<file path="src/rtl/fetch_unit.sv">
// fetch_unit: instruction fetch stage with a one-entry instruction buffer.
//
// Keeps the next fetch address (pc_q), issues one instruction-memory
// request at a time and parks the returned word in a one-entry buffer that
// the IF/ID register samples. Branch redirects (Flush_i) discard the buffer
// and any in-flight response; stalls hold the buffer and the fetch address.
//
// Memory handshake: imem_req_o is the valid, imem_ack_i is the ready/response.
// A request is held with a stable imem_addr_o until imem_ack_i is seen in the
// same cycle as imem_req_o=1; that cycle completes the transfer and
// imem_data_i is sampled then. Only one request is ever outstanding.
//
// Ports:
//   clk_i, rst_i            clock, asynchronous active-low reset
//   Flush_i, branchTarget_i redirect: drop buffer, fetch from branchTarget_i
//   Stall_i, memStall_i     hold the buffer (IF/ID does not advance)
//   imem_req_o/addr_o       request to instruction memory
//   imem_ack_i/data_i       response from instruction memory
//   instr_o/nowPC_o/valid_o buffered instruction, its PC, buffer-full flag
//   bubble_cnt_o            only with FETCH_BUBBLE_CNT_EN defined: cycles in
//                           which IF/ID advanced while the buffer was empty
//   o_dbg_state             controller state: 0=FETCH, 1=WAIT, 2=DRAIN
//
// Optional feature macro: FETCH_BUBBLE_CNT_EN (bubble counter + port).
module fetch_unit (
  input  logic        clk_i,
  input  logic        rst_i,
  input  logic        Flush_i,
  input  logic        Stall_i,
  input  logic        memStall_i,
  input  logic [31:0] branchTarget_i,
  output logic        imem_req_o,
  output logic [31:0] imem_addr_o,
  input  logic        imem_ack_i,
  input  logic [31:0] imem_data_i,
  output logic [31:0] instr_o,
  output logic [31:0] nowPC_o,
  output logic        valid_o,
`ifdef FETCH_BUBBLE_CNT_EN
  output logic [31:0] bubble_cnt_o,
`endif
  output logic [1:0]  o_dbg_state
);

  localparam logic [31:0] NOP = 32'h00001033;

  typedef enum logic [1:0] {
    FETCH = 2'd0,
    WAIT  = 2'd1,
    DRAIN = 2'd2
  } state_t;

  state_t      r_state;
  state_t      w_state_nxt;
  logic [31:0] r_pc;
  logic [31:0] r_addr;
  logic [31:0] r_buf_instr;
  logic [31:0] r_buf_pc;
  logic        r_buf_valid;

  logic [31:0] w_pc_nxt;
  logic [31:0] w_addr_nxt;
  logic [31:0] w_buf_instr_nxt;
  logic [31:0] w_buf_pc_nxt;
  logic        w_buf_valid_nxt;
  logic        w_req;
  logic [31:0] w_addr;
  logic        w_load;
  logic        w_adv;
  logic        w_consume;

  assign w_adv     = ~Stall_i & ~memStall_i;
  assign w_consume = w_adv & r_buf_valid & ~Flush_i;

  always_comb begin
    w_state_nxt     = r_state;
    w_pc_nxt        = r_pc;
    w_addr_nxt      = r_addr;
    w_buf_instr_nxt = r_buf_instr;
    w_buf_pc_nxt    = r_buf_pc;
    w_buf_valid_nxt = r_buf_valid;
    w_req           = 1'b0;
    w_addr          = r_addr;
    w_load          = 1'b0;

    case (r_state)
      FETCH: begin
        w_addr = r_pc;
        // Issue only when the buffer will have room at this edge.
        if (!Flush_i && (!r_buf_valid || w_consume)) begin
          w_req      = 1'b1;
          w_addr_nxt = r_pc;
          w_pc_nxt   = r_pc + 32'd4;
          if (imem_ack_i) w_load = 1'b1;
          else            w_state_nxt = WAIT;
        end
      end
      WAIT: begin
        w_req = 1'b1;
        if (imem_ack_i) begin
          w_load      = ~Flush_i;
          w_state_nxt = FETCH;
        end else if (Flush_i) begin
          w_state_nxt = DRAIN;
        end
      end
      DRAIN: begin
        // The stale response still has to be collected; a flush here only
        // retargets pc_q. Once the ack arrives nothing else is pending.
        w_req = 1'b1;
        if (imem_ack_i) w_state_nxt = FETCH;
      end
      default: w_state_nxt = FETCH;
    endcase

    if (Flush_i) begin
      w_pc_nxt        = branchTarget_i;
      w_buf_valid_nxt = 1'b0;
      w_buf_instr_nxt = NOP;
    end else if (w_load) begin
      w_buf_instr_nxt = imem_data_i;
      w_buf_pc_nxt    = w_addr;
      w_buf_valid_nxt = 1'b1;
    end else if (w_consume) begin
      w_buf_valid_nxt = 1'b0;
      w_buf_instr_nxt = NOP;
    end
  end

  always_ff @(posedge clk_i or negedge rst_i) begin
    if (!rst_i) begin
      r_state     <= FETCH;
      r_pc        <= '0;
      r_addr      <= '0;
      r_buf_instr <= NOP;
      r_buf_pc    <= '0;
      r_buf_valid <= 1'b0;
    end else begin
      r_state     <= w_state_nxt;
      r_pc        <= w_pc_nxt;
      r_addr      <= w_addr_nxt;
      r_buf_instr <= w_buf_instr_nxt;
      r_buf_pc    <= w_buf_pc_nxt;
      r_buf_valid <= w_buf_valid_nxt;
    end
  end

  // Gated by reset so the request drops the instant reset is asserted.
  assign imem_req_o  = w_req & rst_i;
  assign imem_addr_o = w_addr;
  assign instr_o     = r_buf_instr;
  assign nowPC_o     = r_buf_pc;
  assign valid_o     = r_buf_valid;
  assign o_dbg_state = r_state;

`ifdef FETCH_BUBBLE_CNT_EN
  logic [31:0] r_bubble_cnt;

  always_ff @(posedge clk_i or negedge rst_i) begin
    if (!rst_i) begin
      r_bubble_cnt <= '0;
    end else if (w_adv && !r_buf_valid && (r_bubble_cnt != 32'hFFFFFFFF)) begin
      r_bubble_cnt <= r_bubble_cnt + 32'd1;
    end
  end

  assign bubble_cnt_o = r_bubble_cnt;
`endif

endmodule

</file>
<file path="config.mk">
export PLATFORM = sky130hd
export DESIGN_NAME = fetch_unit
export DESIGN_NICKNAME = d
export VERILOG_FILES = /design/src/rtl/fetch_unit.sv
export SDC_FILE = /design/constraint.sdc
export NUM_CORES = 1
export LEC_CHECK = 0
export CAP_MARGIN = 20
export CORE_MARGIN = 1
export CORE_UTILIZATION = 48
export DETAILED_ROUTE_END_ITERATION = 7
export PLACE_DENSITY = 0.8
export SLEW_MARGIN = 10
export SYNTH_ARGS = -nofsm -noshare
export SYNTH_HDL_FRONTEND = slang
export SYNTH_SLANG_ARGS = --single-unit
</file>
<file path="constraint.sdc">
create_clock -name clk_i -period 2.7 [get_ports clk_i]
set_input_delay 0.54 -clock clk_i [delete_from_list [all_inputs] [get_ports clk_i]]
set_output_delay 0.54 -clock clk_i [all_outputs]
set_load 0.05 [all_outputs]
</file>
======== Word level (Yosys, flattened, before mapping) ========
Cells that the tools add are included.
Widths: inputs -> output; s select.
word-level totals
  register bits ........................... 131
  input bits .............................. 70
  output and inout bits ................... 100
  logic and storage cells ................. 55
cells by class
  $add $sub $neg .......................... 1
  equality and inequality tests ........... 6
  mux-type cells .......................... 22
  bitwise gates (word level) .............. 7
  reductions and logical operators ........ 13
operator list
  kind                   number
  $mux 32                7
  $add 32x3->32 const B  1
  $mux 2                 5
  $mux 1                 7
  $ne 2x2->1 const B     3
  $pmux 2 s3             1
  $reduce_and 2->1       3
  $and 1x1->1            4
  $pmux 1 s2             2
  $reduce_and 4->1       1
  $reduce_bool 2->1      2
  $ne 3x3->1 const B     1
  $not 1->1              3
  $reduce_bool 3->1      1
  $eq 2x1->1 const B     1
  $eq 2x2->1 const B     1
  $logic_not 1->1        2
  $logic_not 2->1        1
  $reduce_or 2->1        1
  $logic_and 1x1->1      1
  $logic_or 1x1->1       1

======== Longest topological paths before layout ========
  word-level depth ........................ 10
  mapped depth ............................ 9
  gate-level depth less buffers ........... 6

======== Worst setup path before layout ========
No wires, ideal clock.
  path kind ............................... reg2out
  start ................................... reg r_state[1] (netlist: o_dbg_state[1])
  end ..................................... out imem_req_o
  data arrival time ....................... 2.632 ns
  required time ........................... 2.160 ns
  path slack .............................. -0.472 ns
  stages on the path, launching flop included .. 7
  path buffers ............................ 2
  path through ............................ dfrtp_1 inv_1 ha_1 buf_2 clkbuf_1 a31oi_1 nor3b_1
between the ends
  word-level cells in the longest chain between the ends .. 4
  elaborated cells on any way between the ends .. 6
  those cells by class .................... eq/ne (2); mux (1); bitwise (1); reduce/logical (2)
RTL lines
  element                                          RTL line  RTL
  start, declared                                  53        state_t r_state;
  start signal, assigned                           139       r_state <= w_state_nxt;
  $eq 2x2->1 / $eq 2x1->1 (equally long branches)  86        case (r_state)
  $reduce_or 2->1 (no source line)                 -
  $pmux 1 s2 *                                     86
  $and 1x1->1 *                                    149       assign imem_req_o = w_req & rst_i;
  end, declared                                    32        output logic imem_req_o,
Every way passes the cells marked *; elsewhere a longest branch is shown, timed or not.

======== Worst setup path in the final report ========
  start ................................... reg r_state[0] (netlist: o_dbg_state[0])
  end ..................................... out imem_addr_o[29]
between the ends
  word-level cells in the longest chain between the ends .. 2
RTL lines
  element          RTL line  RTL
  $logic_not 2->1  86
  $mux 32          86
  end, declared    33        output logic [31:0] imem_addr_o,
Every way passes these cells.

==> results_dict.tcl <==
set metrics [dict create \
    outcome "finished clean" \
    num_vias 4710 \
    netlist_area_um2 6000 \
    reg2reg_slack_ns 0.37 \
    drt-initial-drc-count 197 \
    peakVddDrop_uv 991 \
    layout_common_cells "clkdlybuf4s50_1, dfrtp_1, mux2_2" \
    die_area_um2 13000 \
    holdCritPathClass "in -> async" \
    ys_warn_count 0 \
    syn_area_per_cell_um2 12.4 \
    tns_ns 0 \
    reg2reg_to "r_pc[16]" \
    fp-row-count 40 \
    num_io_pins 170 \
    io_buffers 169 \
    critPathLaunch "o_dbg_state[0]" \
    place_hpwl_um 10500 \
    routabilityCongestion 0.775 \
    cts_buffers 17 \
    finClkSkew_ns 0.0116 \
    clock_latency_ns 0.42 \
    n_antenna_cell 0 \
    initial_core_util 0.496 \
    grt-ovfl-total 0 \
    dr.pass1.iters 4 \
    final_net_count 736 \
    synth-async-reset-ratio 1.00 \
    fp.dieH_um 114 \
    postCtsSetupBuffers 0 \
    syn-num-nets 561 \
    stdcell_area_um2 8460 \
    drv_slew 0 \
    finalCritPeriodShare 0.955 \
    leakagePower_nw 3.51 \
    setup_viol 0 \
    cts_max_level 4 \
    p_total_mw 11.4 \
    areaGrowthSynthToFinish_pct 40.9 \
    drv_cap 0 \
    synth_ff_type "dfrtp_1" \
    worst_slew_pin_slew_ns 0.793 \
    max-slew-margin-rel 0.467 \
    ant_nets 0 \
    max_freq_mhz 388 \
    cp_max_fo 17 \
    synth_cell_types 44 \
    min_period_ns 2.58 \
    hold_viol 0 \
    cts.sinks 131 \
    placed_area_um2 7880 \
    grt_max_degree 132 \
    r2r-start "o_dbg_state[0]" \
    dp_cells 810 \
    cp-end-kind "output port" \
    antenna_found_initial 0 \
    grt_pass1_wl_um 24500 \
    r2r_cells 8 \
    startpoint_type "register" \
    synth_edf_count 0 \
    final_common_cell "clkdlybuf4s50_1" \
    viasPerCell 5.60 \
    instances_no_fill 841 \
    cts_root_buffer "clkbuf_16" \
    netlist_instances 486 \
    fin_hold_ws_ns 0.215 \
    rsz0062_at_grt "false" \
    drive_gt1_frac 0.284 \
    cts.clk_slew.worst_paths_ns 0.05 \
    grt_pass1_vias 4852 \
    cts_tree "built" \
    crit_arrival_ns 2.04 \
    cts_max_path_buffers 2 \
    cellPowerDensity_nw_per_um2 1350 \
    crit_type "reg -> out" \
    grt.total_usage 0.245 \
    wirelength_um 15200 \
    wl_per_cell_um 18.1 \
    core-area_um2 12100 \
    drc 0 \
    ys_seq_elements 131 \
    worst_ep_required_time_ns 2.16 \
    ys_seq_area_frac 0.547 \
    die_x_um 114 \
]
[power breakdown]
part / total [mW] / leakage (nW) / switching (mW) / internal, mW
clock: 2.14 / 0.274 / 0.793 / 1.35
sequential: 3.07 / 1.58 / 0.429 / 2.64
combinational: 6.19 / 1.66 / 3.82 / 2.36
total: 11.4 / 3.51 / 5.04 / 6.36
[sequential cells by signal, indices dropped and copies added (netlist names)]
| signal | cells |
|---|---|
| nowPC_o | 32 |
| valid_o | 1 |
| instr_o | 32 |
| r_addr | 32 |
| o_dbg_state | 2 |
| r_pc | 32 |
[cells by family after synthesis]
family / count (synthesis) / share of synthesized area
AND/OR/NAND/NOR: 109 / 0.0990
flip-flops: 131 / 0.547
buffers and inverters: 39 / 0.0273
multiplexers: 100 / 0.187
adder cells (fa/ha/maj): 5 / 0.0104
XOR/XNOR: 10 / 0.0146
AO/OA/AOI/OAI: 92 / 0.114
[critical path: stages, from the launching register on]
cell and delay, ns:
dfrtp_1 0.43, inv_2 0.10, ha_4 0.18, buf_12 0.17, buf_12 0.17, mux2_2 0.37
buf_4 0.20
[metal layers]
layer  vias up  routed length, um  global-route usage
met5         -                  0                   0
met4         0                325               0.106
met3        21                620              0.0622
met2       144               7860               0.418
met1      2367               6410               0.296
li1       2178                  -                   -
[synth_stat cells, types with 2 or more instances]
cell type | instances | share of area
dfrtp_1 | 126 | 0.53
mux2_2 | 98 | 0.18
nand2_1 | 28 | 0.018
a22o_1 | 27 | 0.039
or4_1 | 17 | 0.021
clkbuf_1 | 16 | 0.010
o21ai_0 | 16 | 0.013
a31oi_1 | 15 | 0.016
nand3_1 | 15 | 0.013
nor2_1 | 15 | 0.0094
buf_2 | 14 | 0.012
o31ai_1 | 12 | 0.015
xor2_1 | 7 | 0.010
nand4_1 | 6 | 0.0063
o211ai_1 | 6 | 0.0075
dfstp_2 | 5 | 0.022
ha_1 | 5 | 0.010
inv_1 | 5 | 0.0031
o22a_1 | 5 | 0.0073
or3_1 | 5 | 0.0052
and4_1 | 4 | 0.0058
nor2b_1 | 4 | 0.0042
buf_1 | 3 | 0.0019
nor4_1 | 3 | 0.0031
xnor2_1 | 3 | 0.0044
and3_1 | 2 | 0.0021
mux2i_1 | 2 | 0.0033
nor3_1 | 2 | 0.0017
nor4b_1 | 2 | 0.0029
o2111ai_1 | 2 | 0.0029
o31a_1 | 2 | 0.0029
or2_2 | 2 | 0.0021
[cell type report]
| type | count | area, um^2 |
|---|---|---|
| Fill cell | 895 | 3650 |
| Tap cell | 168 | 210 |
| Timing Repair Buffer | 189 | 1820 |
| Inverter | 6 | 22.5 |
| Clock buffer | 26 | 499 |
| Multi-Input combinational cell | 316 | 2570 |
| Clock inverter | 5 | 50.0 |
| Sequential cell | 131 | 3280 |
[metrics by stage]
stage	setup WS (ns)	utilization
2_1_floorplan	0.00280	-
6_report	0.120	0.699
3_5_place_dp	0.00576	0.651
5_1_grt	0.0242	0.699
3_3_place_gp	0.0790	0.651
4_1_cts	0.0191	0.698
[repair_timing]
action,in CTS,in global routing
pin swaps,0,0
hold buffers,0,0
gates resized for setup,8,3
endpoints found under the setup margin,17,15
cloned,0,0
endpoints found under the hold margin,0,0
[worst max-delay path by stage]
stage | endpoint | depth (start not counted)
detailed placement | r_pc[24] | 6
global placement | r_pc[16] | 6
global route | imem_addr_o[18] | 6
finish | imem_addr_o[29] | 6
CTS | imem_addr_o[28] | 6
floorplan | imem_req_o | 6
No activity file was read; power rests on OpenSTA's default activity.
